`src/rtl/bcd_to_binary_seq_if.sv`:
```
// bcd_to_binary_seq_if: start/busy/done handshake and operand/result bus for the BCD-to-binary converter
interface bcd_to_binary_seq_if #(
  parameter int DIGITS = 3,
  parameter int BIN_W  = 10
);
  logic                  start;
  logic [4*DIGITS-1:0]   bcd_in;
  logic                  busy;
  logic                  done;
  logic [BIN_W-1:0]      bin_out;
  logic                  ovf;
  logic                  err;
  modport master (output start, bcd_in, input busy, done, bin_out, ovf, err);
  modport slave  (input start, bcd_in, output busy, done, bin_out, ovf, err);
endinterface

```
`src/rtl/bcd_to_binary_seq.sv`:
```
// bcd_to_binary_seq: sequential reverse double dabble, one shift-and-correct step per clock.
// Optional digit check enabled by defining BCD2BIN_CHECK_EN (invalid digits finish immediately with err=1).
module bcd_to_binary_seq #(
  parameter int DIGITS = 3,
  parameter int BIN_W  = 10
) (
  input  logic clk,
  input  logic rst_n,
  bcd_to_binary_seq_if.slave bus
);
  localparam int BW = 4 * DIGITS;
  localparam int CW = $clog2(BIN_W + 1);
  typedef enum logic [1:0] {IDLE, SHIFT, FINISH} state_t;
  state_t           state;
  logic [BW-1:0]    bcd_reg;
  logic [BIN_W-1:0] bin_reg;
  logic [CW-1:0]    cnt;
  logic [BW-1:0]    bcd_sh;
  logic [BW-1:0]    bcd_nxt;
  logic [BIN_W-1:0] bin_nxt;
  assign {bcd_sh, bin_nxt} = {bcd_reg, bin_reg} >> 1;
  // each digit is corrected independently after the shift; no carries cross digit boundaries
  for (genvar i = 0; i < DIGITS; i++) begin : g_corr
    assign bcd_nxt[4*i +: 4] = (bcd_sh[4*i +: 4] >= 4'd8) ? bcd_sh[4*i +: 4] - 4'd3 : bcd_sh[4*i +: 4];
  end
`ifdef BCD2BIN_CHECK_EN
  logic bad;
  logic err_pend;
  // flags any operand digit above 9 at the moment of acceptance
  always_comb begin
    bad = 1'b0;
    for (int i = 0; i < DIGITS; i++) bad = bad | (bus.bcd_in[4*i +: 4] > 4'd9);
  end
`else
  assign bus.err = 1'b0;
`endif
  // control FSM with registered handshake and result outputs
  always_ff @(posedge clk or negedge rst_n) begin
    if (!rst_n) begin
      state       <= IDLE;
      bcd_reg     <= '0;
      bin_reg     <= '0;
      cnt         <= '0;
      bus.busy    <= 1'b0;
      bus.done    <= 1'b0;
      bus.bin_out <= '0;
      bus.ovf     <= 1'b0;
`ifdef BCD2BIN_CHECK_EN
      err_pend    <= 1'b0;
      bus.err     <= 1'b0;
`endif
    end else begin
      bus.done <= 1'b0;
      case (state)
        IDLE: if (bus.start) begin
          bcd_reg  <= bus.bcd_in;
          bin_reg  <= '0;
          cnt      <= CW'(BIN_W);
          bus.busy <= 1'b1;
`ifdef BCD2BIN_CHECK_EN
          err_pend <= bad;
          state    <= bad ? FINISH : SHIFT;
`else
          state    <= SHIFT;
`endif
        end
        SHIFT: begin
          bcd_reg <= bcd_nxt;
          bin_reg <= bin_nxt;
          cnt     <= cnt - CW'(1);
          if (cnt == CW'(1)) state <= FINISH;
        end
        FINISH: begin
          bus.done <= 1'b1;
          bus.busy <= 1'b0;
          state    <= IDLE;
`ifdef BCD2BIN_CHECK_EN
          bus.bin_out <= err_pend ? '0 : bin_reg;
          bus.ovf     <= !err_pend && (bcd_reg != '0);
          bus.err     <= err_pend;
`else
          bus.bin_out <= bin_reg;
          bus.ovf     <= (bcd_reg != '0);
`endif
        end
        default: state <= IDLE;
      endcase
    end
  end
endmodule

```
`src/flat_wrapper.sv`:
```
// flat-port wrapper written by rule: the top's interface ports become plain ports
module bcd_to_binary_seq_flat 
#(
  parameter int DIGITS = 3,
  parameter int BIN_W  = 10
)
  (clk, rst_n, bus_start, bus_bcd_in, bus_busy, bus_done, bus_bin_out, bus_ovf, bus_err);
  bcd_to_binary_seq_if #(.DIGITS(DIGITS), .BIN_W(BIN_W)) bus_i ();
  input  logic clk;
  input  logic rst_n;
  input wire logic [$bits(bus_i.start)-1:0] bus_start;
  input wire logic [$bits(bus_i.bcd_in)-1:0] bus_bcd_in;
  output wire logic [$bits(bus_i.busy)-1:0] bus_busy;
  output wire logic [$bits(bus_i.done)-1:0] bus_done;
  output wire logic [$bits(bus_i.bin_out)-1:0] bus_bin_out;
  output wire logic [$bits(bus_i.ovf)-1:0] bus_ovf;
  output wire logic [$bits(bus_i.err)-1:0] bus_err;
  assign bus_i.start = bus_start;
  assign bus_i.bcd_in = bus_bcd_in;
  assign bus_busy = bus_i.busy;
  assign bus_done = bus_i.done;
  assign bus_bin_out = bus_i.bin_out;
  assign bus_ovf = bus_i.ovf;
  assign bus_err = bus_i.err;
  bcd_to_binary_seq #(.DIGITS(DIGITS), .BIN_W(BIN_W)) u_core (.clk(clk), .rst_n(rst_n), .bus(bus_i));
endmodule
```
`config.mk`:
```
export PLATFORM = sky130hd
export DESIGN_NAME = bcd_to_binary_seq_flat
export DESIGN_NICKNAME = d
export VERILOG_FILES = /design/src/rtl/bcd_to_binary_seq_if.sv /design/src/rtl/bcd_to_binary_seq.sv /design/src/flat_wrapper.sv
export SDC_FILE = /design/constraint.sdc
export NUM_CORES = 1
export LEC_CHECK = 0
export ABC_AREA = 1
export ABC_CLOCK_PERIOD_IN_PS = 1100
export BUFFER_PORTS_ARGS = -buffer_cell sky130_fd_sc_hd__buf_4
export CORE_MARGIN = 2
export CORE_UTILIZATION = 45
export CTS_CLUSTER_SIZE = 20
export DETAILED_ROUTE_END_ITERATION = 10
export PLACE_DENSITY = 0.75
export SLEW_MARGIN = 20
export SYNTH_ARGS = -nofsm -noshare
export SYNTH_HDL_FRONTEND = slang
export SYNTH_SLANG_ARGS = --single-unit
```
`constraint.sdc`:
```
create_clock -name clk -period 1.1 [get_ports clk]
set_input_delay 0.11 -clock clk [delete_from_list [all_inputs] [get_ports clk]]
set_output_delay 0.11 -clock clk [all_outputs]
set_load 0.05 [all_outputs]
```
* Word-level counts from Yosys, hierarchy flattened *
Index checks and enable logic that the tools add are counted.

cells by class
  muxes and demuxes = 15
  reductions and logical operators = 7
  bitwise logic cells = 0
  multipliers = 0
  add/sub/neg operators = 4
  divide/modulo/power cells = 0
  shifts and indexed selects = 0
  eq/ne operators = 5
  $lt $le $gt $ge = 3

operator list
  cell                   count
  $pmux W12 S2           1
  $pmux W10 S2           1
  $mux W4                4
  $mux W12               1
  $reduce_bool A12 Y1    1
  $mux W10               1
  $ge A4 B4 Y1 const B   2
  $pmux W4 S2            1
  $sub A4 B2 Y4 const B  2
  $reduce_and A2 Y1      3
  $eq A4 B1 Y1 const B   1
  $ge A3 B4 Y1 const B   1
  $mux W2                2
  $pmux W2 S2            1
  $reduce_bool A2 Y1     2
  $sub A3 B2 Y4 const B  1
  $sub A4 B1 Y4 const B  1
  $eq A2 B1 Y1 const B   1
  $eq A2 B2 Y1 const B   1
  $logic_not A2 Y1       1
  $mux W1                2
  $ne A2 B1 Y1 const B   1
  $ne A2 B2 Y1 const B   1
  $pmux W1 S2            1

storage, ports and cells
  latch bits = 0
  ROM bits = 0
  output and inout bits = 14
  bits in writable memories = 0
  register bits after elaboration = 41
  memories kept = 0

* Depth between registers and ports, before layout *
  depth in word-level cells = 3
  depth in mapped cells = 8

* Worst setup path before layout *
No wires, ideal clock.

  kind = flip-flop to flip-flop
  start = reg u_core.state[1]
  end = reg u_core.bin_reg[0]
  required time = 0.974 ns
  data arrival time = 0.958 ns
  path slack = 0.016 ns
  cell stages (with the launch flop) = 6
  buffers on the path = 1
  period minus slack after synthesis = 1.084 ns
  path through = dfrtp_1 -> inv_2 -> nand2_2 -> nand2_2 -> buf_2 -> o22ai_1

on the way
  cells in the longest elaborated chain, start to end = 3

RTL lines
  item                                                                 line                     source
  from (decl)                                                          bcd_to_binary_seq.sv:14  state_t state;
  from (signal assigned)                                               bcd_to_binary_seq.sv:40  state <= IDLE;
  from (signal assigned)                                               bcd_to_binary_seq.sv:64  state <= SHIFT;
  from (signal assigned)                                               bcd_to_binary_seq.sv:71  if (cnt == CW'(1)) state <= FINISH;
  $eq A2 B1 Y1 or $logic_not A2 Y1 (tied branches)                     bcd_to_binary_seq.sv:54  case (state)
  $reduce_bool A2 Y1 (no source line) or $ne A2 B2 Y1 (tied branches)  n/a
  $reduce_and A2 Y1 (no source line)                                   n/a
  to (signal assigned)                                                 bcd_to_binary_seq.sv:69  bin_reg <= bin_nxt;
  to (decl)                                                            bcd_to_binary_seq.sv:16  logic [BIN_W-1:0] bin_reg;

Several ways; a longest one is shown, not always the timed one.
A chain may end at the register's enable or synchronous reset.

* Worst setup path in the final report *
  start = reg u_core.state[1]
  end = reg u_core.cnt[3]

on the way
  cells in the longest elaborated chain, start to end = 3

RTL lines
  item                                                                 line                     source
  $eq A2 B1 Y1 or $logic_not A2 Y1 (tied branches)                     bcd_to_binary_seq.sv:54
  $reduce_bool A2 Y1 (no source line) or $ne A2 B2 Y1 (tied branches)  n/a
  $reduce_and A2 Y1 (no source line)                                   n/a
  to (signal assigned)                                                 bcd_to_binary_seq.sv:58  cnt <= CW'(BIN_W);
  to (signal assigned)                                                 bcd_to_binary_seq.sv:70  cnt <= cnt - CW'(1);
  to (decl)                                                            bcd_to_binary_seq.sv:17  logic [CW-1:0] cnt;

Several ways; a longest one is shown, not always the timed one.

==> impl_results.rst <==
.. list-table::
   :header-rows: 1

   * - Metric
     - Value
   * - Post-route DRC
     - 0
   * - Compound-gate portion of the synthesized area
     - 11.6%
   * - Number of fillers in the final layout
     - 321
   * - Per-instance average area after synthesis
     - 8.57 sq um
   * - RSZ-0062 raised after global routing
     - true
   * - First-pass detailed-route iteration total
     - 4
   * - Clk slew on worst S/H paths
     - 0.09 ns
   * - Series of cell instances along the critical path
     - buf_6 > nor2_4 > buf_6 > nand2_2 > nand2_1 > nand3_1
   * - Syn Nets
     - 245
   * - Setup total negative slack
     - -0.154 ns
   * - Launch point of the critical path
     - u_core.state[1]$_DFFE_PN0P_
   * - Setup slack after layout
     - -0.0489 ns
   * - I/O pin count
     - 29
   * - Final critical path time including I/O delays and setup
     - 1.15 ns
   * - Antenna diode count
     - 0
   * - Final std cells w/o fill
     - 325
   * - Antenna violation net count after detailed routing
     - 0
   * - Largest family of logic cells by synthesized area
     - simple AND/OR/NAND/NOR gates
   * - HPWL after detailed placement
     - 2930 microns
   * - Worst min-delay path class
     - primary input to flip-flop
   * - Power Total
     - 7.90 mW
   * - Netlist area before placement
     - 1920 sq um
   * - Worst Path Class, Setup
     - flip-flop to flip-flop
   * - Vias
     - 1,622
   * - CTS Sinks
     - 41
   * - Share of cell area taken by muxes after synthesis
     - 0%
   * - Worst slew slack as a fraction of its limit
     - 65.6%
   * - Vias per Instance
     - 4.99
   * - Area of placed instances
     - 2290 sq um
   * - Syn. warnings
     - 0
   * - Static leakage
     - 1.31 nW
   * - Cell types occupying the most area after synthesis
     - sky130_fd_sc_hd__dfrtp_1 53%, sky130_fd_sc_hd__nand2_1 13%, sky130_fd_sc_hd__inv_1 5.1%
   * - Proportion of netlist area held by the largest area contributor
     - 53.5%
   * - Sequential fraction of the synthesis area
     - 53.5%
   * - Synth Register Bits
     - 41
   * - Delay of the slowest critical-path stage
     - 0.42 ns
   * - Final max-slew violation count
     - 0
   * - Primary flip-flop cell chosen by synthesis mapping
     - sky130_fd_sc_hd__dfrtp_1
   * - Cells on worst reg2reg path
     - 6
   * - VDD IR max
     - 1740 uV
   * - Area Growth Syn to Fin
     - 35.3%
   * - Count of different cell masters after synthesis
     - 22
   * - Run status
     - complete, but fails checks
   * - Register area
     - 1030 sq um
   * - Antenna violations before repair
     - 0
   * - Area share of and/or/nand/nor cells after synthesis
     - 21.3%
   * - IO buf count
     - 27
   * - Number of placement rows
     - 23
   * - Register-to-Register Setup Slack
     - -0.05 ns
   * - First-pass GRT wire length
     - 7110 microns
   * - Area share of fa/ha/maj cells after synthesis
     - 3.91%
   * - Post-synthesis instance total
     - 224
   * - Max H-tree Level
     - 2
   * - Hold slack final
     - 0.0368 ns
   * - Violated checks
     - setup timing
   * - Number of buffers created by CTS
     - 5
   * - Total setup violations reported at the end of the flow
     - 7
   * - All-layer global routing usage
     - 18.4%
   * - Final period utilization
     - 104%
   * - Ratio of cells with drive above 1 in the final layout
     - 37.1%
   * - Vias in the first global route
     - 1,625
   * - Final estimated routing congestion in global placement
     - 0.855
   * - Proportion of register bits with asynchronous set or reset after synthesis
     - 100%
   * - Horizontal die dimension
     - 69.3 microns
   * - Cell total after placement
     - 311
   * - Max-cap check violation count
     - 0
   * - Leading cell type by number of instances after synthesis
     - sky130_fd_sc_hd__nand2_1
   * - Worst EP arrival
     - 1.33 ns
   * - Number of flip-flops in the largest register
     - 12
   * - Area occupied by multi-input gates
     - 835 sq um
   * - Termination of the worst setup path
     - u_core.cnt[3]$_DFFE_PN0P_
   * - Design Area, Final
     - 2600 sq um
   * - Endpoint of the most critical register-to-register path
     - u_core.cnt[3]$_DFFE_PN0P_
   * - Later-pin clock latency in the skew report
     - 0.30 ns
   * - Type of destination of the critical path
     - flip-flop
   * - Global route total overflow
     - 0
   * - Number of hold violations in the final report
     - 0
   * - Number of enable-type register cells in the synthesized netlist
     - 0
   * - Nets
     - 295
   * - 1st-iter DRT viols
     - 116
   * - PD cells
     - 3040 nW/um^2
   * - CTS max path bufs
     - 2
   * - Final core occ
     - 64.0%
   * - Commonest cells in the synthesized netlist
     - 64 x sky130_fd_sc_hd__nand2_1, 41 x sky130_fd_sc_hd__dfrtp_1, 26 x sky130_fd_sc_hd__inv_1
   * - Final routed wirelength across all metal layers
     - 4530 microns
   * - Height of the die
     - 69.3 microns
   * - Std-Cell Core Area
     - 4060 sq um
   * - Root Buffer
     - sky130_fd_sc_hd__clkbuf_8
   * - CTS tree
     - built
   * - Crit path top cell by count
     - sky130_fd_sc_hd__buf_6
   * - Die area
     - 4800 sq um
   * - Worst-margin pin slew
     - 0.516 ns
   * - Nature of the critical path startpoint
     - flip-flop
   * - DP Worst Slack
     - -0.0204 ns
   * - Peak Freq
     - 0.870 GHz
   * - Effective utilization at floorplan
     - 47.3%
   * - Req. time, crit path
     - 1.28 ns
   * - Xor and xnor fraction of the mapped netlist area
     - 0.456%
   * - R2R Path Start
     - u_core.state[1]$_DFFE_PN0P_
   * - Wire length per cell after detailed routing
     - 13.9 microns
   * - Final Skew
     - 0.00777 ns
   * - Most area-hungry cell type in the Yosys netlist
     - sky130_fd_sc_hd__dfrtp_1
   * - Critical Path Slowest Stage Cell
     - sky130_fd_sc_hd__dfrtp_1
   * - Pin count of the biggest net entering global routing
     - 42
   * - Largest fanout on the critical path
     - 4
==> kinds of logic (layout without fill, tap and decap cells) <==
group / count (synthesis) / after routing
AND/OR/NAND/NOR: 99 / 99
flip-flops: 41 / 41
buffers and inverters: 39 / 90
AO/OA/AOI/OAI: 37 / 37
adder cells (fa/ha/maj): 6 / 6
other: 1 / 1
XOR/XNOR: 1 / 1
==> cells in the final DEF, fill, tap and decap left out <==
master	netlist	layout
sky130_fd_sc_hd__nand2_1	64	52
sky130_fd_sc_hd__buf_4	2	40
sky130_fd_sc_hd__dfrtp_1	41	40
sky130_fd_sc_hd__inv_1	26	22
sky130_fd_sc_hd__nor2_1	18	17
sky130_fd_sc_hd__o21ai_1	16	13
sky130_fd_sc_hd__nand2_2	3	11
sky130_fd_sc_hd__o22ai_1	10	9
sky130_fd_sc_hd__nand3_1	12	9
sky130_fd_sc_hd__buf_6	2	8
sky130_fd_sc_hd__inv_2	4	7
sky130_fd_sc_hd__o21ai_2	0	5
sky130_fd_sc_hd__clkbuf_8	0	5
sky130_fd_sc_hd__nand2_4	0	4
sky130_fd_sc_hd__ha_1	6	4
sky130_fd_sc_hd__nand3_2	0	3
sky130_fd_sc_hd__nor2_4	2	2
sky130_fd_sc_hd__o22ai_2	1	2
sky130_fd_sc_hd__a21oi_1	4	2
sky130_fd_sc_hd__o211ai_2	2	2
sky130_fd_sc_hd__a21oi_2	0	2
sky130_fd_sc_hd__clkinv_4	0	2
sky130_fd_sc_hd__buf_12	0	2
sky130_fd_sc_hd__inv_4	0	1
sky130_fd_sc_hd__o21ai_0	3	1
sky130_fd_sc_hd__nor2_2	0	1
sky130_fd_sc_hd__xnor2_1	1	1
sky130_fd_sc_hd__o211ai_1	1	1
sky130_fd_sc_hd__ha_2	0	1
sky130_fd_sc_hd__ha_4	0	1
sky130_fd_sc_hd__conb_1	1	1
sky130_fd_sc_hd__clkinv_2	0	1
sky130_fd_sc_hd__clkbuf_16	0	1
sky130_fd_sc_hd__dlygate4sd3_1	0	1
sky130_fd_sc_hd__dfrtp_2	0	1
==> power by group <==
group	leakage, nW	internal (mW)	switching, mW
combinational	0.754	1.75	2.52
clock	0.0481	0.450	0.550
sequential	0.513	2.14	0.486
==> layout make-up <==
class / instances / area share, %
timing repair buffer: 52 / 17.9
clock buffer: 5 / 2.65
sequential: 41 / 39.6
multi-input combinational: 144 / 32.1
tap: 50 / 2.41
clock inverter: 3 / 0.867
inverter: 30 / 4.43
==> how the worst min path moves through the flow <==
| stage | startpoint | end | slack, ns | cells after the start |
|---|---|---|---|---|
| global placement | rst_n | u_core.bus.bin_out[6]$_DFFE_PN0P_ | 0.12 | 1 |
| CTS | bus_bcd_in[0] | u_core.bcd_reg[0]$_DFFE_PN0P_ | 0.04 | 3 |
| detailed placement | rst_n | u_core.bus.bin_out[6]$_DFFE_PN0P_ | 0.11 | 1 |
| floorplan | rst_n | u_core.bcd_reg[0]$_DFFE_PN0P_ | -0.19 | 0 |
| global route | bus_bcd_in[0] | u_core.bcd_reg[0]$_DFFE_PN0P_ | 0.05 | 3 |
| finish | bus_bcd_in[0] | u_core.bcd_reg[0]$_DFFE_PN0P_ | 0.04 | 3 |
==> worst max-delay path: cells and delay by family, from the launching register on <==
family                 cells  cell delay [ns]
buffers and inverters      2             0.27
flip-flops                 1             0.42
AND/OR/NAND/NOR            4             0.34
==> layer usage <==
layer / share of wire, % / vias up / GRT usage, %
met3: 3.8 / 7 / 3.49
met5: 0 / - / 0
met2: 50 / 43 / 29.7
met4: 1.6 / 0 / 7.19
met1: 45 / 765 / 24.6
li1: - / 807 / -
==> timing repair <==
item                       4_1_cts  5_1_grt
gates resized for setup          5       41
hold endpoints to repair        41        0
hold buffers                     1        0
setup endpoints to repair       18       28
buffers inserted                 2        2
pin swaps                        3       13
cloned                           0        1
No activity file was read; power rests on OpenSTA's default activity.
